==> config.mk <==
export PLATFORM = sky130hd
export DESIGN_NAME = mux_2to1_rr_arb
export DESIGN_NICKNAME = d
export VERILOG_FILES = /design/src/rtl/mux_2to1_rr_arb.sv
export SDC_FILE = /design/constraint.sdc
export NUM_CORES = 1
export LEC_CHECK = 0
export BUFFER_PORTS_ARGS = -buffer_cell sky130_fd_sc_hd__buf_2
export CAP_MARGIN = 20
export CORE_UTILIZATION = 35
export CTS_BUF_LIST = sky130_fd_sc_hd__clkbuf_8
export CTS_CLUSTER_SIZE = 25
export DETAILED_ROUTE_END_ITERATION = 6
export HOLD_SLACK_MARGIN = 0.06
export PLACE_DENSITY = 0.72
export SETUP_SLACK_MARGIN = 0.5
export SLEW_MARGIN = 25
export SYNTH_ARGS = -nofsm -noshare
export SYNTH_HDL_FRONTEND = slang
export SYNTH_SLANG_ARGS = --single-unit
==> constraint.sdc <==
create_clock -name clk -period 1.7 [get_ports clk]
set_clock_uncertainty 0.05 [all_clocks]
set_input_delay 0.34 -clock clk [delete_from_list [all_inputs] [get_ports clk]]
set_output_delay 0.34 -clock clk [all_outputs]
set_load 0.02 [all_outputs]
==> src/rtl/mux_2to1_rr_arb.sv <==
// mux_2to1_rr_arb: two-source round-robin arbiter feeding a registered 2:1 data mux.
module mux_2to1_rr_arb #(
  parameter int width = 8
) (
  input  logic             clk,
  input  logic             rst_n,
  input  logic             a_valid,
  input  logic [width-1:0] a_data,
  output logic             a_ready,
  input  logic             b_valid,
  input  logic [width-1:0] b_data,
  output logic             b_ready,
  output logic             c_valid,
  output logic [width-1:0] c_data,
  input  logic             c_ready,
  output logic             sel
);
  logic last;
  logic load;
  logic grant;
  // rst_n gates load so both readys stay low while reset is held
  always_comb begin
    load    = rst_n & (!c_valid | c_ready) & (a_valid | b_valid);
    grant   = (a_valid & b_valid) ? !last : b_valid;
    a_ready = load & !grant;
    b_ready = load & grant;
  end
  always_ff @(posedge clk or negedge rst_n) begin
    if (!rst_n) begin
      c_valid <= 1'b0;
      c_data  <= '0;
      sel     <= 1'b0;
      last    <= 1'b1;
    end else if (load) begin
      c_valid <= 1'b1;
      c_data  <= grant ? b_data : a_data;
      sel     <= grant;
      last    <= grant;
    end else if (c_ready) begin
      c_valid <= 1'b0;
    end
  end
endmodule

**After elaboration in Yosys (flattened, before gate mapping)**

Index checks and enable logic that the tools add are counted.

- Flip-flop bits (word level): 11
- Bits in latches: 0
- Memories kept: 0
- Bits in read-only memories: 0
- Memory bits (writable): 0

- Multiply operators: 0
- Add/subtract/negate cells: 0
- Bitwise gates (word level): 7
- Multiplexer cells: 4
- $lt $le $gt $ge: 0
- Reduce and logical (&&, ||, !) cells: 4
- Shift-type cells: 0
- Equal/unequal tests: 0
- Divide/modulo/power cells: 0

Operators by type and width:

| cell | count |
|---|---|
| $mux W8 | 1 |
| $and A1 B1 Y1 | 5 |
| $logic_not A1 Y1 | 3 |
| $mux W1 | 3 |
| $or A1 B1 Y1 | 2 |
| $reduce_bool A2 Y1 | 1 |

**Logic depth before layout (Yosys ltp)**

Gate-level depths: netlist of the first run.

- Word-level depth: 5
- Mapped depth: 4
- Gate-level depth less buffers: 3

**Least setup slack after synthesis of the first run**

Ideal clock, no wire load.

- Path kind: flip-flop to output port
- From: register c_valid
- To: output a_ready
- Stages on the path, launching flop included: 4
- Slack: 269 ps
- Arrival: 1041 ps
- Buffers on the path: 1
- Cells stage by stage: dfrtp_1 a21oi_2 buf_6 and2b_2

- Word-level cells in the longest chain between the ends: 5

RTL lines:

| item | RTL line | text |
|---|---|---|
| start: declaration | 13 | `output logic c_valid,` |
| start signal: assignment | 30 | `c_valid <= 1'b0;` |
| start signal: assignment | 35 | `c_valid <= 1'b1;` |
| start signal: assignment | 40 | `c_valid <= 1'b0;` |
| $logic_not A1 Y1 | 23 | `load = rst_n & (!c_valid \| c_ready) & (a_valid \| b_valid);` |
| $or A1 B1 Y1 | 23 |  |
| $and A1 B1 Y1 (2 in series) | 23 |  |
| $and A1 B1 Y1 | 25 | `a_ready = load & !grant;` |
| end: declaration | 9 | `output logic a_ready,` |

No other way between the ends.

**Worst setup path after layout of the first run**

- From: register last
- To: output a_ready

- Word-level cells in the longest chain between the ends: 4

RTL lines:

| item | RTL line | text |
|---|---|---|
| start: declaration | 18 | `logic last;` |
| start signal: assignment | 38 | `last <= grant;` |
| $logic_not A1 Y1 | 24 | `grant = (a_valid & b_valid) ? !last : b_valid;` |
| $mux W1 | 24 |  |
| $logic_not A1 Y1 | 25 |  |
| $and A1 B1 Y1 | 25 |  |

No other way between the ends.

==> flow_summary.toml, run 1 <==
[run_status]
status = "complete, but fails checks"
violations = "design-rule violations"

[critical_path]
crit_arrival_ns = 1.17
reg2reg_from = "last$_DFFE_PN1P_"
required_ns = 1.31
r2r_end = "c_data[4]$_DFFE_PN0P_"
crit_fanout = 4
r2r_cells = 4
regToRegSetupSlack_ns = 0.20
worstSetupPathType = "reg -> out"
endpoint_kind = "output pin"
start_kind = "flop"

[die]
dieArea_um2 = 1910
die_y_um = 43.7
fp.dieW_um = 43.7
io_pins = 33
row_count = 14
start_util_pct = 39.0
placeableCoreArea_um2 = 1560

[yosys]
synthCells = 39
yosysSeqAreaShare_pct = 45.5
synth_area_leaders = "dfrtp_1, mux2_4, mux2_2, dfstp_2, buf_6"
yosys.area.top_type = "dfrtp_1"
synth_cell_types = 11
synth-seq-cells = 11
yosysTopAreaCellShare_pct = 41.2
yosys_warnings = 0
avgSynthCellArea_um2 = 15.6
synth_area_um2 = 608
syn_nets = 60

[sta]
report.final.slew_viol_count = 0
fin_crit_ns = 1.56
fin_tns_setup_ns = 0
hold_viol_final = 0
fmax_mhz = 642
rsz0062_at_grt = "true"
period_share_pct = 91.6
max-slew-margin-rel_pct = 82.8
worst_pin_slew_ns = 0.257
setup_viol = 0

[clock_network]
cts_max_path_buffers = 2
htree_levels = 1
cts_root_buffer = "clkbuf_8"
clkTransAtPathRegs_ns = 0.05
clkSinkCount = 11
insertion_delay_ns = 0.24
cts_buffers = 3
cts_tree = "yes"

[routing]
wl_per_cell_um = 12.2
postRouteAntennaNets = 0
wl_mm = 1.16
drc = 2
route.vias.total = 440
firstDrtPassIters = 5
first_iter_violations = 2
via_per_inst = 4.63

[cells_and_area]
n_antenna_cell = 0
syn_to_final_growth_pct = 44.9
layout-drive-gt1-share_pct = 81.0
final_nets = 101

[global_routing]
grt_pass1_wl_mm = 1.90
antenna_found_initial = 0
grt_max_degree = 12
grt_overflow = 0
grt_pass1_vias = 459
grt_usage_pct = 13.8

[min_path]
min_from = "c_ready"
min_path_cells = 2
hold_class = "in -> reg"
worst_hold_path.endpoint = "c_valid$_DFFE_PN0P_"

[pwr]
power_mw = 0.930
p_leak_nw = 0.464
powerDensity_nw_per_um2 = 1060
vdd.ir_drop.worst_mv = 0.754

[placed_design]
gp_congestion = 0.709
io_buffers = 32
dpl.hpwl_um = 878

[job]
drv_cap = 0
## worst max-delay path, stage by stage (launching register included)
cell	delay [ns]
dfstp_2	0.55
a21boi_4	0.06
and2b_2	0.21
buf_6	0.11
## cell usage after synthesis
master	instances
mux2_2	6
inv_1	2
and2_2	1
a21oi_2	1
dfstp_2	1
o21ai_0	2
mux2_4	12
and2b_2	1
dfrtp_1	10
buf_6	2
a21boi_4	1
## sequential cells by signal (all words and copies together), names as in the netlist
signal   flops
c_data       8
c_valid      1
last         1
sel          1
## per-stage QoR
step                utilization (%)  cells  area [µm²]  hold slack (ns)  worst slack, ns
finish                         56.5     95         881            0.239            0.142
global placement               51.1     88         797            0.227           0.0560
floorplan                         -     39         617         -0.00559            0.271
global route                   56.5     95         881            0.258            0.110
CTS                            56.5     95         881            0.238            0.130
detailed placement             51.1     88         797            0.232           0.0291
## power by group
group          internal (mW)  switching (mW)
registers              0.324          0.0317
logic                  0.173           0.151
clock network          0.158          0.0920
## what timing repair did
item                                    in CTS  in global routing
endpoints found under the setup margin      13                 13
hold buffers                                 1                  0
setup buffers                                2                  0
pin swaps                                    2                  1
gates resized for setup                      5                  0
hold endpoints to repair                    10                  0
## placed cells by master (no fill, tap or decap)
master	instances
dfrtp_1	9
o21ai_1	1
dfrtp_2	1
and2b_2	1
and2_4	1
dfstp_2	1
dlygate4sd3_1	1
a21boi_4	1
buf_6	2
inv_1	3
mux2_2	6
a21oi_4	1
buf_2	30
clkbuf_8	3
buf_4	5
o21ai_0	1
mux2_4	12
## cell type report
class                   count  area (µm²)
inverters                   2        7.51
multi-input cells          24         310
clock inverters             1        3.75
clock buffers               3        41.3
well taps                  16        20.0
fillers                   129         678
repair buffers             38         220
flip-flops and latches     11         278
## how the worst max path moves through the flow
stage	startpoint	end	depth (start not counted)
finish	last$_DFFE_PN1P_	a_ready	3
global route	last$_DFFE_PN1P_	a_ready	3
CTS	last$_DFFE_PN1P_	a_ready	3
detailed placement	a_valid	c_data[2]$_DFFE_PN0P_	4
global placement	a_valid	a_ready	4
floorplan	last$_DFFE_PN1P_	c_data[0]$_DFFE_PN0P_	4
## cell families after synthesis
family          count (synthesis)  share of synthesized area (%)
buf+inv                         4                           4.94
compound gates                  4                           6.17
mux                            18                           40.7
simple gates                    2                           2.68
flops                          11                           45.5
## metal layers
metal  wire [µm]  vias to the layer above  GRT usage, %
met5           0                        -             0
met4          15                        0          3.75
met3          86                        2          6.25
met2         581                       17          23.6
met1         473                      204          15.5
li1            -                      217             -
Note: power is estimated with default switching activity, not from simulation.
==> run 2, diff against run 1 <==
CORE_MARGIN = 8   (was unset)
==> flow_summary.toml, run 2 (synthesis gave the netlist of run 1 again) <==
[die]
start_util_pct = 36.0
die_y_um = 57.7
fp.dieW_um = 57.7
dieArea_um2 = 3330
row_count = 15
placeableCoreArea_um2 = 1690
io_pins = 33

[routing]
wl_per_cell_um = 16.4
route.vias.total = 468
first_iter_violations = 8
drc = 0
via_per_inst = 4.78
wl_mm = 1.61
postRouteAntennaNets = 0
firstDrtPassIters = 4

[clock_network]
cts_root_buffer = "clkbuf_8"
htree_levels = 1
cts_max_path_buffers = 2
clkSinkCount = 11
clkTransAtPathRegs_ns = 0.05
cts_buffers = 3
insertion_delay_ns = 0.24
cts_tree = "yes"

[critical_path]
required_ns = 1.31
crit_fanout = 4
path_cells = "a21boi_4, buf_12, and2b_2, buf_6"
startpoint = "last$_DFFE_PN1P_"
reg2reg_from = "last$_DFFE_PN1P_"
slowest_stage = "dfstp_2"
endpoint_kind = "output pin"
crit_arrival_ns = 1.28
start_kind = "flop"
critPathTopFamily = "flip-flops"
regToRegSetupSlack_ns = 0.09
critPathMaxStageDelay_ns = 0.55
worstSetupPathType = "reg -> out"
cp_num_buf_inv = 2

[cells_and_area]
stdcell_count = 98
final_nets = 103
final_common_cell = "buf_2"
design_area_um2 = 926
final_cell_mix = "buf_2, mux2_4, dfrtp_1"
fin_util_pct = 54.8
regMostFlops = "c_data"
syn_to_final_growth_pct = 52.3
largest_reg_flops = 8
n_antenna_cell = 0
layout-drive-gt1-share_pct = 81.5

[global_routing]
met2_usage_pct = 16.9
grt_overflow = 0
grtUsageMet3_pct = 4.42
grt-busiest-layer = "met2"
grt_usage_pct = 9.84
grtUsageMet1_pct = 9.78
antenna_found_initial = 0
grt_max_degree = 12
grt_pass1_vias = 497
grt_pass1_wl_mm = 2.50

[placed_design]
postPlaceCellArea_um2 = 811
dpl.hpwl_mm = 1.20
gp_congestion = 0.666
io_buffers = 32
post-place-cells = 89

[sta]
fin_tns_setup_ns = 0
hold_viol_final = 0
max-slew-margin-rel_pct = 83.0
worst_pin_slew_ns = 0.253
setup_viol = 0
period_share_pct = 98.2
fmax_mhz = 599
report.final.slew_viol_count = 0
fin_crit_ns = 1.67
rsz0062_at_grt = "true"

[run_status]
status = "finished clean"

[pwr]
power_mw = 0.980
vdd.ir_drop.worst_mv = 0.454
powerDensity_nw_per_um2 = 1060
p_leak_nw = 0.484

[min_path]
hold_class = "in -> reg"
min_from = "c_ready"

[job]
drv_cap = 0
## run 2: changes by cell type in the layout (fill, tap and decap cells not counted)
| cell | previous run | this run |
|---|---|---|
| buf_12 | 0 | 1 |
| buf_2 | 30 | 28 |
| buf_6 | 2 | 5 |
## run 2: layout make-up
cell class,instances,area (µm²)
Clock buffer,3,41.3
Clock inverter,1,3.75
Fill cell,154,763
Inverter,2,7.51
Multi-Input combinational cell,24,310
Sequential cell,11,278
Tap cell,17,21.3
Timing Repair Buffer,40,264
## run 2: metal layers
layer  up-vias  share of wire, %
met2        18                54
met1       226                36
li1        220                 -
met4         0               2.0
met5         -                 0
met3         4               8.3
## run 2: through the flow
stage	hold slack (ns)	setup slack [ns]
after CTS	0.247	0.0266
after floorplan	-0.00559	0.271
final	0.246	0.0310
after global placement	0.245	0.164
after global routing	0.246	-0.00235
after detailed placement	0.249	0.140
## run 2: path summary, 6_finish.rpt
check,to,cells past startpoint
min in group asynchronous,c_data[5]$_DFFE_PN0P_,3
max,a_ready,4
min,c_valid$_DFFE_PN0P_,2
max in group asynchronous,last$_DFFE_PN1P_,3
max reg2reg,c_data[0]$_DFFE_PN0P_,5
min reg2reg,c_data[3]$_DFFE_PN0P_,1
## run 2: report_power, final
| part | internal [mW] | switching (mW) | total, mW |
|---|---|---|---|
| clock | 0.159 | 0.100 | 0.259 |
| sequential | 0.324 | 0.0350 | 0.359 |
| combinational | 0.199 | 0.162 | 0.361 |
## run 2: what timing repair did
item                                   4_1_cts  5_1_grt
buffers inserted                             3        1
resized for setup                            7        3
pin swaps                                    1        0
setup endpoints to repair                   12       14
gates cloned                                 0        0
endpoints found under the hold margin       10        0
hold buffers                                 1        0
==> run 3, diff against run 2 <==
CORE_UTILIZATION = 45   (was 35)
PLACE_DENSITY = 0.88   (was 0.72)
==> flow_summary.toml, run 3 (synthesis gave the netlist of run 1 again) <==
[run_status]
status = "finished clean"

[pwr]
power.internal_mw = 0.691
vdd.ir_drop.worst_mv = 0.631
power.switching_mw = 0.301
pwr-share-clk_pct = 25.9
p_seq_share_pct = 36.3
comb_power_share_pct = 37.8
power_mw = 0.992
p_leak_nw = 0.483
powerDensity_nw_per_um2 = 1070
swShare_pct = 30.3

[die]
die_y_um = 52.8
fp.dieW_um = 52.8
row_count = 13
io_pins = 33
placeableCoreArea_um2 = 1280
start_util_pct = 47.3
dieArea_um2 = 2780

[global_routing]
grt_max_degree = 12
grt_pass1_wl_mm = 2.59
grt_pass1_vias = 531
grt_usage_pct = 13.2
antenna_found_initial = 0
grt_overflow = 0

[sta]
fin_crit_ns = 1.67
fin_ws_ns = 0.0280
max-slew-margin-rel_pct = 79.6
report.final.slew_viol_count = 0
hold_viol_final = 0
fmax_mhz = 598
setup_viol = 0
worst_pin_slew_ns = 0.305
period_share_pct = 98.4
rsz0062_at_grt = "true"

[routing]
postRouteAntennaNets = 0
drc = 0
route.vias.total = 485
wl_mm = 1.69
first_iter_violations = 5
via_per_inst = 5.05
wl_per_cell_um = 17.6
firstDrtPassIters = 4

[cells_and_area]
final_cell_mix = "buf_2, mux2_4, dfrtp_1"
stdcell_count = 96
regMostFlops = "c_data"
n_antenna_cell = 0
final_nets = 103
largest_reg_flops = 8
syn_to_final_growth_pct = 51.9
layout-drive-gt1-share_pct = 81.5
fin_util_pct = 71.9
final_common_cell = "buf_2"

[placed_design]
dpl_worst_slack_ns = 0.137
post-place-cells = 87
gp_congestion = 0.718
io_buffers = 32

[min_path]
hold_class = "in -> reg"

[clock_network]
cts_max_path_buffers = 2
insertion_delay_ns = 0.24
clkSinkCount = 11
htree_levels = 1
cts_root_buffer = "clkbuf_8"
clkTransAtPathRegs_ns = 0.05
cts_buffers = 3
cts_tree = "yes"

[critical_path]
crit_arrival_ns = 1.28
endpoint_kind = "output pin"
regToRegSetupSlack_ns = 0.08
required_ns = 1.31
start_kind = "flop"
worstSetupPathType = "reg -> out"
crit_fanout = 4

[job]
drv_cap = 0
[run 3: layout make-up]
class / instances / area [µm²]
repair buffers: 40 / 265
fillers: 97 / 362
clock buffers: 3 / 41.3
multi-input cells: 24 / 309
well taps: 15 / 18.8
flip-flops and latches: 11 / 278
inverters: 2 / 7.51
clock inverters: 1 / 3.75
[run 3: power by group through the flow]
stage / combinational (mW) / clock, mW / sequential [mW]
final: 0.375 / 0.257 / 0.360
after global routing: 0.399 / 0.283 / 0.369
after CTS: 0.347 / 0.267 / 0.359
after detailed placement: 0.330 / 0 / 0.362
after global placement: 0.320 / 0 / 0.359
after floorplan: 0.148 / 0 / 0.425
[run 3: final timing paths]
| path | start | to | cells after the start |
|---|---|---|---|
| setup / recovery | last$_DFFE_PN1P_ | a_ready | 4 |
| hold / removal | c_ready | c_valid$_DFFE_PN0P_ | 2 |
| setup reg to reg | last$_DFFE_PN1P_ | c_data[0]$_DFFE_PN0P_ | 5 |
| hold reg to reg | c_data[1]$_DFFE_PN0P_ | c_data[1]$_DFFE_PN0P_ | 1 |
| max in group asynchronous | rst_n | last$_DFFE_PN1P_ | 3 |
| min in group asynchronous | rst_n | c_data[6]$_DFFE_PN0P_ | 3 |
[run 3: per-layer routing]
layer | wire length [µm] | vias to the layer above | part of all wire (%) | track usage (%)
met5 | 0 | - | 0 | 0
met4 | 40 | 0 | 2.4 | 5.17
met3 | 187 | 4 | 11 | 8.81
met2 | 944 | 19 | 56 | 23.4
met1 | 514 | 242 | 30 | 11.3
li1 | - | 220 | - | -
[run 3: timing repair]
action	4_1_cts	5_1_grt
pin swaps	0	0
endpoints found under the setup margin	13	16
resized for setup	5	5
setup buffers	2	2
hold endpoints to repair	10	0
hold buffers	1	0
[run 3: critical path: stages, from the launching register on]
cell and delay [ns]:
dfstp_2 0.55, a21boi_4 0.06, buf_12 0.12, and2b_2 0.20, buf_6 0.11
[run 3: through the flow]
stage | setup TNS (ns) | hold slack (ns) | area [µm²]
finish | 0 | 0.254 | 923
global route | -0.0365 | 0.240 | 923
CTS | 0 | 0.248 | 893
detailed placement | 0 | 0.253 | 808
global placement | 0 | 0.251 | 808
floorplan | 0 | -0.00559 | 617
